**src/rtl/trigger_csr_ctrl.sv**
```systemverilog
// Sdtrig trigger CSR bank: tselect/tdata1-3/tinfo/tcontrol/mcontext, icount counters,
// hit-bit capture, breakpoint-exception pulse and the debug halt-request handshake.
module trigger_csr_ctrl #(
    parameter int NUM_TRIGGERS = 4
) (
    input  logic                          clk,
    input  logic                          rst,
    input  logic                          csr_we,
    input  logic [11:0]                   csr_addr,
    input  logic [31:0]                   csr_wdata,
    output logic [31:0]                   csr_rdata,
    input  logic                          instruction_retired,
    input  logic                          trap_taken,
    input  logic                          mret,
    input  logic                          debug_mode,
    input  logic [NUM_TRIGGERS-1:0]       trig_hit,
    input  logic                          trigger_fire,
    input  logic                          trigger_exception_req,
    output logic [1:0]                    tselect,
    output logic [NUM_TRIGGERS-1:0][31:0] tdata1,
    output logic [NUM_TRIGGERS-1:0][31:0] tdata2,
    output logic [NUM_TRIGGERS-1:0][31:0] tdata3,
    output logic [31:0]                   tcontrol,
    output logic [31:0]                   mcontext,
    output logic [NUM_TRIGGERS-1:0][31:0] icount_counter,
    output logic                          halt_req,
    output logic                          trig_exc_valid
);

    localparam logic [11:0] ADDR_TSELECT  = 12'h7A0;
    localparam logic [11:0] ADDR_TDATA1   = 12'h7A1;
    localparam logic [11:0] ADDR_TDATA2   = 12'h7A2;
    localparam logic [11:0] ADDR_TDATA3   = 12'h7A3;
    localparam logic [11:0] ADDR_TINFO    = 12'h7A4;
    localparam logic [11:0] ADDR_TCONTROL = 12'h7A5;
    localparam logic [11:0] ADDR_MCONTEXT = 12'h7A8;
    localparam logic [31:0] TINFO_VALUE   = 32'h0000_00FC;

    localparam logic [1:0] S_IDLE     = 2'd0;
    localparam logic [1:0] S_HALT_REQ = 2'd1;
    localparam logic [1:0] S_IN_DEBUG = 2'd2;

    logic [1:0]                    state, state_next;
    logic                          mte, mpte;
    logic [NUM_TRIGGERS-1:0][13:0] count, count_next;
    logic [NUM_TRIGGERS-1:0][31:0] tdata1_next, tdata2_next, tdata3_next;
    logic                          slot_locked;
    logic [3:0]                    wtype;
    logic                          exc_next;

    function automatic logic [31:0] hit_mask(input logic [3:0] ttype);
        case (ttype)
            4'd2:             hit_mask = 32'h0010_0000;
            4'd3:             hit_mask = 32'h0100_0000;
            4'd4, 4'd5, 4'd7: hit_mask = 32'h0400_0000;
            4'd6:             hit_mask = 32'h0040_0000;
            default:          hit_mask = 32'h0000_0000;
        endcase
    endfunction

    // A slot claimed by the debugger (dmode=1) is read-only to M-mode software.
    assign slot_locked = tdata1[tselect][27] & ~debug_mode;
    assign wtype       = csr_wdata[31:28];

    always_comb begin
        // NOTE: every next-state signal takes a default before any conditional update, so no latch is inferred.
        tdata1_next = tdata1;
        tdata2_next = tdata2;
        tdata3_next = tdata3;
        count_next  = count;
        for (int i = 0; i < NUM_TRIGGERS; i++) begin
            if (trig_hit[i]) begin
                tdata1_next[i] = tdata1_next[i] | hit_mask(tdata1[i][31:28]);
            end
            if (instruction_retired && tdata1[i][31:28] == 4'd3 && tdata1[i][9] && mte &&
                !debug_mode && count[i] != 14'd0) begin
                count_next[i]         = count[i] - 14'd1;
                tdata1_next[i][23:10] = count[i] - 14'd1;
            end
        end
        // Software writes are applied last so they override hit and decrement updates.
        if (csr_we && !slot_locked) begin
            case (csr_addr)
                ADDR_TDATA1: begin
                    if (wtype >= 4'd2 && wtype <= 4'd7) begin
                        tdata1_next[tselect] = {csr_wdata[31:28],
                                                debug_mode ? csr_wdata[27] : tdata1[tselect][27],
                                                csr_wdata[26:0]};
                    end else begin
                        tdata1_next[tselect] = '0;
                    end
                    count_next[tselect] = (wtype == 4'd3) ? csr_wdata[23:10] : count[tselect];
                end
                ADDR_TDATA2: tdata2_next[tselect] = csr_wdata;
                ADDR_TDATA3: tdata3_next[tselect] = csr_wdata;
                default: ;
            endcase
        end
    end

    always_comb begin
        state_next = state;
        case (state)
            S_IDLE:     if (trigger_fire && !debug_mode) state_next = S_HALT_REQ;
            S_HALT_REQ: if (debug_mode) state_next = S_IN_DEBUG;
            S_IN_DEBUG: if (!debug_mode) state_next = S_IDLE;
            default:    state_next = S_IDLE;
        endcase
    end

    // A halt request takes priority over a breakpoint exception raised in the same cycle.
    assign exc_next = trigger_exception_req & ~debug_mode & (state == S_IDLE) & ~trigger_fire;

    always_ff @(posedge clk) begin
        if (rst) begin
            // NOTE: the per-slot trigger arrays are reset along with everything else so no trigger can match out of reset.
            tselect        <= '0;
            tdata1         <= '0;
            tdata2         <= '0;
            tdata3         <= '0;
            count          <= '0;
            mte            <= 1'b0;
            mpte           <= 1'b0;
            mcontext       <= '0;
            state          <= S_IDLE;
            trig_exc_valid <= 1'b0;
        end else begin
            // NOTE: non-blocking assignments keep every register update based on this cycle's values.
            tdata1         <= tdata1_next;
            tdata2         <= tdata2_next;
            tdata3         <= tdata3_next;
            count          <= count_next;
            state          <= state_next;
            trig_exc_valid <= exc_next;
            if (csr_we && csr_addr == ADDR_TSELECT && csr_wdata < 32'(NUM_TRIGGERS)) begin
                tselect <= csr_wdata[1:0];
            end
            if (csr_we && csr_addr == ADDR_MCONTEXT) begin
                mcontext <= csr_wdata;
            end
            if (trap_taken) begin
                mpte <= mte;
                mte  <= 1'b0;
            end else if (mret) begin
                mte <= mpte;
            end else if (csr_we && csr_addr == ADDR_TCONTROL) begin
                mte  <= csr_wdata[3];
                mpte <= csr_wdata[7];
            end
        end
    end

    assign tcontrol = {24'd0, mpte, 3'd0, mte, 3'd0};
    assign halt_req = (state == S_HALT_REQ);

    for (genvar g = 0; g < NUM_TRIGGERS; g++) begin : g_count
        assign icount_counter[g] = {18'd0, count[g]};
    end

    always_comb begin
        csr_rdata = '0;
        case (csr_addr)
            ADDR_TSELECT:  csr_rdata = {30'd0, tselect};
            ADDR_TDATA1:   csr_rdata = tdata1[tselect];
            ADDR_TDATA2:   csr_rdata = tdata2[tselect];
            ADDR_TDATA3:   csr_rdata = tdata3[tselect];
            ADDR_TINFO:    csr_rdata = TINFO_VALUE;
            ADDR_TCONTROL: csr_rdata = tcontrol;
            ADDR_MCONTEXT: csr_rdata = mcontext;
            default:       csr_rdata = '0;
        endcase
    end

endmodule
```
**config.mk**
```make
export PLATFORM = sky130hd
export DESIGN_NAME = trigger_csr_ctrl
export DESIGN_NICKNAME = d
export VERILOG_FILES = /design/src/rtl/trigger_csr_ctrl.sv
export SDC_FILE = /design/constraint.sdc
export NUM_CORES = 1
export LEC_CHECK = 0
export CAP_MARGIN = 20
export CORE_AREA = 5 5 259 261
export CTS_BUF_LIST = sky130_fd_sc_hd__clkbuf_8
export DETAILED_ROUTE_END_ITERATION = 8
export DIE_AREA = 0 0 264 266
export GPL_TIMING_DRIVEN = 0
export PLACE_DENSITY_LB_ADDON = 0.3
export SYNTH_ARGS = -nofsm -noshare
export SYNTH_HDL_FRONTEND = slang
export SYNTH_SLANG_ARGS = --single-unit
```
**constraint.sdc**
```tcl
create_clock -name clk -period 3.5 [get_ports clk]
set_input_delay 0.35 -clock clk [delete_from_list [all_inputs] [get_ports clk]]
set_output_delay 0.35 -clock clk [all_outputs]
set_load 0.02 [all_outputs]
```
## Yosys cells after proc, flatten, opt, wreduce, memory -nomap -nowiden

Cells that the tools add are included.

- Bits in registers: 479
- Output and inout port bits: 612
- Input bits: 57
- Logic and storage cells: 180

- Bitwise logic cells: 12
- Add/subtract/negate cells: 4
- Muxes and demuxes: 53
- Equality and inequality tests: 38
- Magnitude comparators: 5
- Reduce and logical (&&, ||, !) cells: 46

Operators by type and width:

| kind | number |
|---|---|
| one-hot mux 27 bit (4 select lines) | 4 |
| bitwise mux 128 bit | 3 |
| 2-to-1 mux 128 bit | 3 |
| 2-to-1 mux 32 bit | 12 |
| one-hot mux 32 bit (7 select lines) | 1 |
| binary-select mux 32 bit (select 2 bit) | 3 |
| 2-to-1 mux 14 bit | 11 |
| bitwise AND 128 bit | 1 |
| inverter 128 bit | 1 |
| OR 32 bit | 4 |
| 2-to-1 mux 56 bit | 2 |
| == test 12 x 11 -> 1 bit (second input constant) | 7 |
| demux 32 bit (select 2 bit) | 1 |
| == test 4 x 3 -> 1 bit (second input constant) | 16 |
| bitwise mux 56 bit | 1 |
| nonzero test 14 bit | 4 |
| subtractor 14 x 1 -> 14 bit (second input constant) | 4 |
| == test 4 x 2 -> 1 bit (second input constant) | 9 |
| less-than comparator 32 x 3 -> 1 bit (second input constant) | 1 |
| binary-select mux 14 bit (select 2 bit) | 1 |
| demux 14 bit (select 2 bit) | 1 |
| logical AND 1 bit | 28 |
| OR reduction 3 bit | 4 |
| != test 2 bit (second input constant) | 4 |
| 17 further kinds | 32 |

## Longest topological paths before layout

- Depth after elaboration: 11
- Mapped depth: 9
- Depth with buffers taken out: 7

## Least setup slack after synthesis

No wires, ideal clock.

- Kind: flip-flop to output port
- Start: register tselect[0]
- End: output port csr_rdata[10]
- Slack: 0.589 ns
- Stages on the path, launching flop included: 7
- Required time: 3.150 ns
- Path buffers: 3
- Arrival time: 2.561 ns
- Cell sequence: dfxtp_1 -> buf_2 -> buf_2 -> buf_1 -> mux4_2 -> a222oi_1 -> nand2_1

- Cells in the longest elaborated chain, start to end: 3
- Elaborated cells on any way between the ends: 7
- Classes of those cells: 7 x mux

RTL lines:

| item | line | source |
|---|---|---|
| start: declaration | 19 | `output logic [1:0] tselect,` |
| start signal: assignment | 136 | `tselect <= csr_wdata[1:0];` |
| binary-select mux 32 bit (select 2 bit) (on tied branches) | 166, 164, 165 |  |
| 2-to-1 mux 32 bit (on tied branches) | 166, 164, 165 |  |
| one-hot mux 32 bit (7 select lines) (*) | 162 | `case (csr_addr)` |
| end: declaration | 11 | `output logic [31:0] csr_rdata,` |

Every way passes the cells marked *; elsewhere a longest branch is shown, timed or not. The select of a mux whose other input is x is not followed.

## Final worst setup path

Same ends and word-level chain as after synthesis.

==> impl_metrics.tcl <==
set metrics [dict create \
    status "finished with violations" \
    violations "setup timing" \
    r2r_end "tdata3[13]" \
    cts-root-buf "clkbuf_8" \
    yosysSeqAreaShare 0.403 \
    cts.clk_slew.worst_paths_ps 70 \
    drv_cap 0 \
    cp_num_buf_inv 4 \
    hold_depth 4 \
    cts_buffers 86 \
    die_w_um 264 \
    final_util 0.520 \
    synth.avg_cell_area_um2 8.34 \
    finalHoldViolations 0 \
    synth_top_area_share 0.403 \
    initial_core_util 0.371 \
    power_density_nw_per_um2 345 \
    worst_path_dominant_cell_family "multiplexers" \
    setup_viol 3 \
    port_buffers 564 \
    nFillCells 6214 \
    synth_ff_type "dfxtp_1" \
    synth_edf_count 0 \
    die_area_um2 70200 \
    regArea_um2 9600 \
    power_leakage_nw 11.5 \
    r2r_slack_ps 90 \
    h-tree-depth 3 \
    core_area_um2 64200 \
    path_common_cell "buf_12" \
    drtPass1Iterations 6 \
    drc 0 \
    timing.final.crit_share 1.01 \
    hold_path.class "in2reg" \
    max_freq_mhz 284 \
    max_slew.worst_pin.slew_ps 1110 \
    tritoncts "yes" \
    multi_input_area_um2 12900 \
    dr_total_vias 26676 \
    path_cells "buf_12 -> buf_12 -> buf_12 -> mux4_2 -> a222oi_1 -> nand2_1 -> buf_6" \
    synth_area_leader_cell "dfxtp_1" \
    vias_per_cell 5.85 \
    grt_start_max_net_pins 13 \
    drv_slew 0 \
    io_pins 669 \
    max-vdd-ir-drop_uv 245 \
    grt_usage 0.357 \
    crit_slowest_cell "mux4_2" \
    crit_arrival_ps 3180 \
    endpoint_kind "output port" \
    rows 93 \
    synth_cell_types 73 \
    worst_ep_required_time_ps 3150 \
    area.growth.synth_to_final_pct 40.2 \
    cpPeakStageDelay_ps 640 \
    ant_nets 0 \
    cp_max_fo 10 \
    wl_per_cell_um 29.2 \
    place_congestion 1.01 \
    crit_type "reg2out" \
    crit_path_start_kind "flip-flop" \
    drt-initial-drc-count 3518 \
    fin_crit_ps 3530 \
    synth_area_leaders "dfxtp_1, nand2_1, mux4_2" \
    dp_hpwl_um 104000 \
    nets 3697 \
    totalPowerFinal_mw 11.5 \
    postSynthCellCount 2853 \
    grt_pass1_vias 24832 \
    synthArstFlopShare 0 \
    skew_ps 45.1 \
    wirelength_um 133000 \
    clkSinkCount 479 \
    worstReg2RegStart "tselect[0]" \
    syn_area_um2 23800 \
    whs_ps 169 \
    die_h_um 266 \
    drive_above_1_share 0.134 \
    rsz0062_at_grt "true" \
    cts_buffer_depth 3 \
    worstRegToRegCells 9 \
    grt_pass1_wl_um 185000 \
    hold_path_end "tdata2[95]" \
    hp-start "csr_addr[0]" \
    layout_setup_ws_ps -26.5 \
    antenna_found_initial 7 \
    max-slew-margin-rel 0.252 \
    totalNegativeSetupSlack_ps -39.6 \
    yosysWarningCount 0 \
    synth_seq_cells 479 \
    ys_top_cells_by_count "nand2_1, dfxtp_1, a21oi_1" \
    clk-insertion-delay-late_ps 710 \
    synth_most_common_cell "nand2_1" \
    overflow 0 \
]
[state kept, by name (all words and copies together), names as in the netlist]
name            cells
tdata3            128
state               2
mpte                1
trig_exc_valid      1
icount_counter     56
tdata2            128
tdata1            128
tselect             2
mcontext           32
mte                 1
[cell type report]
class / count / area share
inverter: 20 / 0.00225
clock inverter: 49 / 0.00873
sequential: 479 / 0.287
clock buffer: 103 / 0.0425
timing repair buffer: 595 / 0.178
buffer: 351 / 0.0637
tap: 855 / 0.0320
multi-input combinational: 2103 / 0.385
antenna: 3 / 0.000225
[worst register-to-register path, stage by stage (launching register included)]
cell and delay, ps:
dfxtp_4 360, buf_4 110, buf_4 160, mux2i_1 570
a2bb2oi_2 370, clkbuf_1 410, nand4_1 580, clkbuf_1 470
nand2_1 160, a21oi_1 70
[how the worst max path moves through the flow]
stage                 from            end  slack (ps)  cells past startpoint
2_1_floorplan   tselect[0]  csr_rdata[10]         590                      6
3_3_place_gp   csr_addr[9]   csr_rdata[3]       -1750                      9
3_5_place_dp    tselect[1]  csr_rdata[10]       -1520                      7
4_1_cts         tselect[1]  csr_rdata[10]        -120                      7
5_1_grt         tselect[0]  csr_rdata[10]        -110                      7
6_report        tselect[0]  csr_rdata[10]         -30                      7
[cell families (layout without fill, tap and decap cells)]
group,count (synthesis),in the layout,synth area share
other,1,105,0.000158
DFF,479,479,0.403
and+or+nand+nor,1153,1153,0.214
xor gates and xnor gates,75,75,0.0276
muxes,155,155,0.123
AOI/OAI and AO/OA,614,614,0.153
buffers and inverters,372,1118,0.0773
adders and majority gates,4,4,0.00210
[stage by stage]
step           cells  area (um2)  setup slack [ps]
2_1_floorplan   2954       24200               589
3_3_place_gp    4373       30900             -1750
3_5_place_dp    4378       31000             -1520
4_1_cts         4548       33300              -115
5_1_grt         4557       33400              -113
6_report        4558       33400             -26.5
[repair_timing]
item	in CTS	in global routing
buffers inserted	19	8
hold buffers	0	0
pin swaps	22	16
resized for setup	194	31
setup endpoints to repair	40	222
[layout by cell type (no fill, tap or decap), types with 12 or more instances in the layout]
cell,netlist,final
dfxtp_1,479,477
nor4_1,31,28
clkdlybuf4s50_1,0,534
buf_4,106,132
buf_12,0,13
buf_6,3,12
nor3_1,51,49
nand4_1,22,22
nand3_1,19,19
a222oi_1,19,19
mux2_2,13,13
a21oi_1,387,384
mux2i_1,33,33
mux4_2,109,109
clkbuf_1,217,192
xor2_1,21,21
and2_1,13,13
conb_1,1,102
o21ai_0,27,27
nand2_1,796,795
inv_1,20,51
a211oi_1,39,38
a22oi_1,18,18
nor2_1,113,112
xnor2_1,54,54
clkbuf_8,0,111
o22ai_1,38,38
buf_2,19,19
o32ai_1,23,23
[where the power goes]
part,switching (mW),internal (mW),total [mW]
Combinational,0.494,0.191,0.685
Clock,2.57,2.82,5.39
Sequential,0.00270,5.45,5.46
Total,3.07,8.47,11.5
[metal layers]
layer / global-route usage / up-vias / part of all wire
met3: 0.123 / 461 / 0.13
li1: - / 11398 / -
met1: 0.439 / 12747 / 0.37
met5: 0.00946 / - / 0.0010
met2: 0.546 / 2060 / 0.43
met4: 0.207 / 10 / 0.070
(Power assumes the default switching activity.)
